### config.mk
export PLATFORM = sky130hd
export DESIGN_NAME = micro_sequencer_flat
export DESIGN_NICKNAME = d
export VERILOG_FILES = /design/src/rtl/micro_sequencer_if.sv /design/src/rtl/micro_sequencer.sv /design/src/flat_wrapper.sv
export SDC_FILE = /design/constraint.sdc
export NUM_CORES = 2
export LEC_CHECK = 0
export BUFFER_PORTS_ARGS = -buffer_cell sky130_fd_sc_hd__buf_2
export CAP_MARGIN = 10
export CORE_UTILIZATION = 30
export DETAILED_ROUTE_END_ITERATION = 16
export PLACE_DENSITY = 0.43
export SLEW_MARGIN = 20
export SYNTH_ARGS = -nofsm -noshare
export SYNTH_HDL_FRONTEND = slang
export SYNTH_SLANG_ARGS = --single-unit
### constraint.sdc
create_clock -name clk -period 7.05 [get_ports clk]
set_clock_uncertainty 0.2 [all_clocks]
set_input_delay 1.41 -clock clk [delete_from_list [all_inputs] [get_ports clk]]
set_output_delay 1.41 -clock clk [all_outputs]
set_load 0.005 [all_outputs]
### src/rtl/micro_sequencer_if.sv
// rtl/micro_sequencer_if.sv - bus bundle between the micro_sequencer and its datapath/loader
//
// Purpose: groups the opcode/flag inputs, the microcode write port and the
// control-word outputs of micro_sequencer.
// Modports:
//   slave  - the sequencer: receives opcode_in, flags_in, cont, ucode_*,
//            drives ctrl_out, step_out, instr_done, halted
//   master - the datapath/loader side, directions reversed
interface micro_sequencer_if #(
  parameter int OPCODE_W = 4,
  parameter int STEP_W   = 3,
  parameter int CW_W     = 17,
  parameter int FLAG_W   = 2
);
  logic [OPCODE_W-1:0]        opcode_in;
  logic [FLAG_W-1:0]          flags_in;
  logic                       cont;
  logic                       ucode_we;
  logic [OPCODE_W+STEP_W-1:0] ucode_addr;
  logic [CW_W+3:0]            ucode_wdata;
  logic [CW_W-1:0]            ctrl_out;
  logic [STEP_W-1:0]          step_out;
  logic                       instr_done;
  logic                       halted;

  modport slave (
    input  opcode_in, flags_in, cont, ucode_we, ucode_addr, ucode_wdata,
    output ctrl_out, step_out, instr_done, halted
  );

  modport master (
    output opcode_in, flags_in, cont, ucode_we, ucode_addr, ucode_wdata,
    input  ctrl_out, step_out, instr_done, halted
  );
endinterface

### src/rtl/micro_sequencer.sv
// rtl/micro_sequencer.sv - microprogrammed control sequencer with writable microcode store
//
// Purpose: every cycle drives the control word stored at {opcode_in, step}.
// Instructions end early on the word's end bit, on a halt word, on step
// wrap, or (when MICRO_COND_END_EN is defined) when the flag selected by the
// word's cond field is 0. A halt word parks the sequencer in HALTED until
// cont is sampled high.
// Optional feature macro: MICRO_COND_END_EN (flag-conditional early end).
// Ports:
//   clk  - system clock, all state on the rising edge
//   rstn - asynchronous reset, active HIGH despite the name
//   bus  - micro_sequencer_if.slave: opcode_in, flags_in, cont, ucode_we,
//          ucode_addr, ucode_wdata in; ctrl_out, step_out, instr_done,
//          halted out
// Microword layout: {halt, end, cond[1:0], ctrl[CW_W-1:0]}.
module micro_sequencer #(
  parameter int              OPCODE_W  = 4,
  parameter int              STEP_W    = 3,
  parameter int              CW_W      = 17,
  parameter logic [CW_W-1:0] CTRL_IDLE = 17'h1FE7F,
  parameter int              FLAG_W    = 2
) (
  input logic               clk,
  input logic               rstn,
  micro_sequencer_if.slave  bus
);

  localparam int AW    = OPCODE_W + STEP_W;
  localparam int WW    = CW_W + 4;
  localparam int DEPTH = 1 << AW;

  typedef enum logic {RUN, HALTED} state_t;

  state_t              state;
  logic [STEP_W-1:0]   step;
  logic                halted_q;

  logic [WW-1:0]       store [DEPTH];
  logic [WW-1:0]       word;
  logic                w_halt;
  logic                w_end;
  logic [1:0]          w_cond;
  logic                cond_eoi;
  logic                eoi;

  // Store is deliberately not reset so microcode survives a reset.
  always_ff @(posedge clk) begin
    if (bus.ucode_we) begin
      store[bus.ucode_addr] <= bus.ucode_wdata;
    end
  end

  // Combinational read: a write to the addressed word shows up next cycle.
  assign word   = store[{bus.opcode_in, step}];
  assign w_halt = word[CW_W+3];
  assign w_end  = word[CW_W+2];
  assign w_cond = word[CW_W+1:CW_W];

`ifdef MICRO_COND_END_EN
  // cond=k selects flags_in[k-1]; a clear flag ends the instruction.
  // Selects beyond the flag vector never match and so never terminate.
  always_comb begin
    cond_eoi = 1'b0;
    for (int i = 0; i < FLAG_W; i++) begin
      if ((int'(w_cond) == i + 1) && !bus.flags_in[i]) begin
        cond_eoi = 1'b1;
      end
    end
  end
`else
  logic unused_cond;
  assign unused_cond = ^{w_cond, bus.flags_in};
  assign cond_eoi    = 1'b0;
`endif

  assign eoi = w_end | w_halt | (step == {STEP_W{1'b1}}) | cond_eoi;

  // Outputs see reset combinationally so strobes go idle the moment it hits.
  assign bus.ctrl_out   = (rstn || state == HALTED) ? CTRL_IDLE : word[CW_W-1:0];
  assign bus.instr_done = rstn ? w_end : (state == RUN) && eoi;
  assign bus.step_out   = step;
  assign bus.halted     = halted_q;

  always_ff @(posedge clk or posedge rstn) begin
    if (rstn) begin
      state    <= RUN;
      step     <= '0;
      halted_q <= 1'b0;
    end else begin
      case (state)
        RUN: begin
          if (w_halt) begin
            // halt wins over end; the halt word itself was driven this cycle
            state    <= HALTED;
            step     <= '0;
            halted_q <= 1'b1;
          end else if (eoi) begin
            step <= '0;
          end else begin
            step <= step + 1'b1;
          end
        end
        HALTED: begin
          step <= '0;
          if (bus.cont) begin
            state    <= RUN;
            halted_q <= 1'b0;
          end
        end
        default: begin
          state    <= RUN;
          step     <= '0;
          halted_q <= 1'b0;
        end
      endcase
    end
  end

endmodule

### src/flat_wrapper.sv
// flat-port wrapper written by rule: the top's interface ports become plain ports
module micro_sequencer_flat 
#(
  parameter int              OPCODE_W  = 4,
  parameter int              STEP_W    = 3,
  parameter int              CW_W      = 17,
  parameter logic [CW_W-1:0] CTRL_IDLE = 17'h1FE7F,
  parameter int              FLAG_W    = 2
)
  (clk, rstn, bus_opcode_in, bus_flags_in, bus_cont, bus_ucode_we, bus_ucode_addr, bus_ucode_wdata, bus_ctrl_out, bus_step_out, bus_instr_done, bus_halted);
  micro_sequencer_if #(.OPCODE_W(OPCODE_W), .STEP_W(STEP_W), .CW_W(CW_W), .FLAG_W(FLAG_W)) bus_i ();
  input logic clk;
  input logic rstn;
  input wire logic [$bits(bus_i.opcode_in)-1:0] bus_opcode_in;
  input wire logic [$bits(bus_i.flags_in)-1:0] bus_flags_in;
  input wire logic [$bits(bus_i.cont)-1:0] bus_cont;
  input wire logic [$bits(bus_i.ucode_we)-1:0] bus_ucode_we;
  input wire logic [$bits(bus_i.ucode_addr)-1:0] bus_ucode_addr;
  input wire logic [$bits(bus_i.ucode_wdata)-1:0] bus_ucode_wdata;
  output wire logic [$bits(bus_i.ctrl_out)-1:0] bus_ctrl_out;
  output wire logic [$bits(bus_i.step_out)-1:0] bus_step_out;
  output wire logic [$bits(bus_i.instr_done)-1:0] bus_instr_done;
  output wire logic [$bits(bus_i.halted)-1:0] bus_halted;
  assign bus_i.opcode_in = bus_opcode_in;
  assign bus_i.flags_in = bus_flags_in;
  assign bus_i.cont = bus_cont;
  assign bus_i.ucode_we = bus_ucode_we;
  assign bus_i.ucode_addr = bus_ucode_addr;
  assign bus_i.ucode_wdata = bus_ucode_wdata;
  assign bus_ctrl_out = bus_i.ctrl_out;
  assign bus_step_out = bus_i.step_out;
  assign bus_instr_done = bus_i.instr_done;
  assign bus_halted = bus_i.halted;
  micro_sequencer #(.OPCODE_W(OPCODE_W), .STEP_W(STEP_W), .CW_W(CW_W), .CTRL_IDLE(CTRL_IDLE), .FLAG_W(FLAG_W)) u_core (.clk(clk), .rstn(rstn), .bus(bus_i));
endmodule
==> results.md <==
Final layout:
- The library cells used most frequently in the layout, excluding fill and tap cells, are sky130_fd_sc_hd__edfxtp_1 (2,432), sky130_fd_sc_hd__mux4_2 (699), sky130_fd_sc_hd__clkbuf_16 (280).
- Excluding fillers, the count of instances in the completed layout stands at 8,704.
- The library cell used most frequently in the layout, excluding fill and tap cells, is sky130_fd_sc_hd__edfxtp_1.
- For this run, the post-layout net count is 4,423.
- Of the cells placed in the final design, the portion with a size suffix greater than 1 is 32.7%.
- In the final layout, flip-flops and latches occupy between 70,000 and 80,000 um2.
- Counting the fill cells in the layout gives 28,700.
- In the final layout, the multi-input gates occupy 19,700 um2.
- The share of the core filled with cells in the final layout is 35.2%.
- Compared with the post-synthesis result, the final layout area differs by 16.3%.

Timing:
- The post-route clock period utilization is 92.7%.
- The transition time of the tightest slew-check pin is 1.07 ns.
- The smallest clock period supported by the final layout is computed as about 6.5 ns.
- The setup TNS is 0 ns.
- The final hold slack is around 0.36 ns.
- The count of endpoints failing hold in the final timing report came to 0.
- The worst max-slew margin expressed relative to the limit is 28.5%.
- Setup repair after global routing left no endpoint under its margin.
- The max-slew violation total from the final report is 0.
- Derived from the worst setup path, the maximum achievable clock frequency is 153 MHz.
- The total of endpoints with negative setup slack in the final report is 0.

Place:
- The detailed placement HPWL is 152,000 um.
- Routability-driven placement finished with a final weighted congestion of 0.807.
- Counting tap cells, the placed design contains a total of 8,228 instances.
- The port buffer count is 55.

Die:
- The effective utilization at floorplan is 30.2%.
- The chip width is about 560 um.
- The core region is 309,000 um2.
- In this run the vertical extent of the chip is 560 um.
- Row generation in the floorplan step produced 204 rows.
- 60 I/O pins were placed.
- The die covers 314,000 um2.

GRT:
- The via count of the first global-routing pass is 45,400.
- The largest net degree at the start of global routing is 99.
- The number of antenna violations at the first check in global routing came to 17.
- The total congestion overflow is 0.
- The first global-routing pass estimated 368,000 um of wire.
- The total track usage is 16.6%.

Worst setup path:
- Setup slack on the worst reg-to-reg path comes out at 2.77 ns.
- The kind of end point of the critical path is a primary output.
- The worst setup path is launched from a flop.
- The critical path data required time is 5.44 ns.
- Data on the critical path arrives at its endpoint at approximately 5 ns.
- The largest fanout of any net on the critical path is 48.
- The worst setup path is of the flop to primary output kind.

CTS:
- The H-tree depth reported by CTS is 5.
- The clock net sink count is between 2,000 and 2,500.
- The cell sitting at the root of the clock tree is a sky130_fd_sc_hd__clkbuf_16.
- The number of buffers created by CTS is 272.
- After clock tree synthesis, the clock-pin slew on the worst setup and hold paths is 0.06 ns.
- The post-CTS setup buffer count is 0.
- The maximum clock path buffer count is 4.
- The CTS tree is yes.
- The number of hold buffers added after CTS was 0.
- The clock reaches the later pin of the worst-skew pair after between 0.8 and 0.9 ns.
- Once the clock tree was built, the resizer swapped 0 gates to a different size.

Logic synthesis:
- The dominant combinational cell family by area after synthesis is multiplexers.
- The mapped cell area is a little over 90,000 um2.
- The number of instances in the synthesized netlist is 4,010.
- The arithmetic-cell share of the synthesized area counting full adders, half adders and majority gates is 0.0268%.
- Summing the areas of all compound-gate instances in the mapped netlist gives 0.753% of the synthesized area.
- When the netlist entered floorplanning its net count stood at 4,050.
- The number of distinct library cell variants in the gate-level netlist after synthesis is ~40.
- For this run, the number of Yosys warnings is 0.
- The xor/xnor cell area share of the yosys netlist is 0%.
- The simple-gate share of the synthesized area is around 2%.
- The flop and latch count out of synthesis is 2,437.
- The share of synthesized area occupied by flip-flops and latches is 78.2%.
- The share of synthesized area spent on multiplexers is 18.0%.
- The average instance in the mapped netlist occupies 23.3 um2.

Route:
- Summing over every cut layer, the via total after detailed routing is 42,800.
- The first detailed-routing pass ran for 5 iterations.
- The count of nets left with antenna violations after detail routing is 0.
- The number of remaining DRC errors is 0.
- The detailed router finished its first iteration with 3,720 violations.
- After detailed routing, the average wire length per cell comes to a little over 30 um.
- The final wirelength is 263,000 um.
- The mean number of vias per cell is 4.91.

Outcome:
- The run finished with clean final reports.

Power:
- The maximum vdd ir drop is around 150 uV.
- In this run the power density over the cells is 288 nW/um2.
- The leakage power is 32.3 nW.

Job:
- The number of max-cap violations is 0.

Hold path:
- The path class of the tightest hold or removal check is flop to flop.
cell type report:
cell class	count	area share (%)
multi-input combinational	1355	18.1
clock buffer	341	6.65
tap	4120	4.74
clock inverter	129	0.833
inverter	3	0.0184
sequential	2437	67.3
antenna	5	0.0115
timing repair buffer	314	2.35
path summary, 6_finish.rpt:
check	startpoint	cells after the start	end
max	u_core.bus.step_out[0]	10	bus_instr_done
min	u_core.bus.halted	1	u_core.bus.halted
max reg2reg	u_core.bus.step_out[0]	9	u_core.bus.step_out[1]
min reg2reg	u_core.bus.halted	1	u_core.bus.halted
max in group asynchronous	rstn	2	u_core.bus.step_out[2]
min in group asynchronous	rstn	2	u_core.bus.halted
cell usage after synthesis:
master / number / share of area (%)
sky130_fd_sc_hd__nand3b_1: 2 / 0.016
sky130_fd_sc_hd__or2_2: 2 / 0.013
sky130_fd_sc_hd__and3_1: 2 / 0.013
sky130_fd_sc_hd__buf_1: 24 / 0.096
sky130_fd_sc_hd__nand4_1: 7 / 0.047
sky130_fd_sc_hd__inv_1: 3 / 0.012
sky130_fd_sc_hd__ha_1: 2 / 0.027
sky130_fd_sc_hd__o2bb2ai_1: 2 / 0.019
sky130_fd_sc_hd__o22a_1: 1 / 0.0094
sky130_fd_sc_hd__o211ai_1: 1 / 0.0080
sky130_fd_sc_hd__mux4_2: 699 / 17
sky130_fd_sc_hd__o41a_1: 1 / 0.012
sky130_fd_sc_hd__clkbuf_1: 104 / 0.42
sky130_fd_sc_hd__nor4_1: 3 / 0.020
sky130_fd_sc_hd__nand2b_1: 5 / 0.033
sky130_fd_sc_hd__nand3_1: 26 / 0.14
sky130_fd_sc_hd__o21ai_0: 2 / 0.011
sky130_fd_sc_hd__edfxtp_1: 2432 / 78
sky130_fd_sc_hd__mux2_2: 3 / 0.036
sky130_fd_sc_hd__a22oi_1: 40 / 0.32
sky130_fd_sc_hd__dfrtp_1: 5 / 0.13
sky130_fd_sc_hd__o31ai_1: 1 / 0.0080
sky130_fd_sc_hd__nor2_1: 312 / 1.3
sky130_fd_sc_hd__buf_2: 75 / 0.40
sky130_fd_sc_hd__nor3_1: 14 / 0.075
sky130_fd_sc_hd__or3_1: 2 / 0.013
sky130_fd_sc_hd__nand2_1: 53 / 0.21
sky130_fd_sc_hd__o211ai_2: 1 / 0.013
sky130_fd_sc_hd__a21oi_1: 12 / 0.064
sky130_fd_sc_hd__o31a_1: 1 / 0.0094
sky130_fd_sc_hd__o311a_1: 2 / 0.021
sky130_fd_sc_hd__nor2b_1: 13 / 0.087
sky130_fd_sc_hd__mux2i_1: 102 / 1.1
sky130_fd_sc_hd__or3b_2: 1 / 0.0094
sky130_fd_sc_hd__o22ai_1: 33 / 0.22
sky130_fd_sc_hd__buf_4: 9 / 0.072
sky130_fd_sc_hd__a31oi_1: 4 / 0.027
sky130_fd_sc_hd__and2_1: 3 / 0.020
sky130_fd_sc_hd__buf_6: 3 / 0.036
sky130_fd_sc_hd__a2111oi_0: 1 / 0.0094
sky130_fd_sc_hd__nor3b_1: 2 / 0.016
layer usage:
layer	part of all wire, %	global-route usage, %	vias up
li1	-	-	17800
met1	44	22.5	23600
met2	50	28.0	963
met3	4.2	2.45	364
met4	2.7	4.43	0
met5	0	0	-
stage by stage:
step                      instance area, um2  setup slack, ns  total power, mW
after floorplan                        93500             2.19             17.5
after global placement                101000             1.02             18.4
after detailed placement              101000            0.989             18.4
after CTS                             109000            0.424             31.7
after global routing                  109000            0.312             32.3
final                                 109000            0.513             31.3
flip-flops by register name, summed over array words and instances (netlist names):
register / flops
u_core.store: 2432
u_core.bus.step_out: 3
u_core.bus.halted: 1
u_core.state: 1
cell families (layout without fill, tap and decap cells):
group | Yosys count | in the layout
mux | 804 | 804
flops | 2437 | 2437
simple gates | 447 | 447
buf+inv | 218 | 787
fa+ha+maj | 2 | 2
compound gates | 102 | 102
other cells | 0 | 5
where the power goes:
part	switching [mW]	leakage [nW]	internal [mW]	total (mW)
Clock	5.63	3.99	7.62	13.3
Sequential	0.0460	21.9	16.0	16.0
Combinational	1.16	6.38	0.838	1.99
Total	6.84	32.3	24.5	31.3
critical path: stages, from the launching register on:
cell,delay [ns]
sky130_fd_sc_hd__dfrtp_4,1.07
sky130_fd_sc_hd__buf_12,0.41
sky130_fd_sc_hd__buf_4,0.33
sky130_fd_sc_hd__nor2b_1,0.60
sky130_fd_sc_hd__a22oi_1,0.19
sky130_fd_sc_hd__nand3_1,0.24
sky130_fd_sc_hd__o211ai_1,0.35
sky130_fd_sc_hd__o211ai_2,0.30
sky130_fd_sc_hd__o41a_1,0.17
sky130_fd_sc_hd__a21oi_1,0.12
sky130_fd_sc_hd__buf_2,0.21
Power figures use the tool's default switching activity.
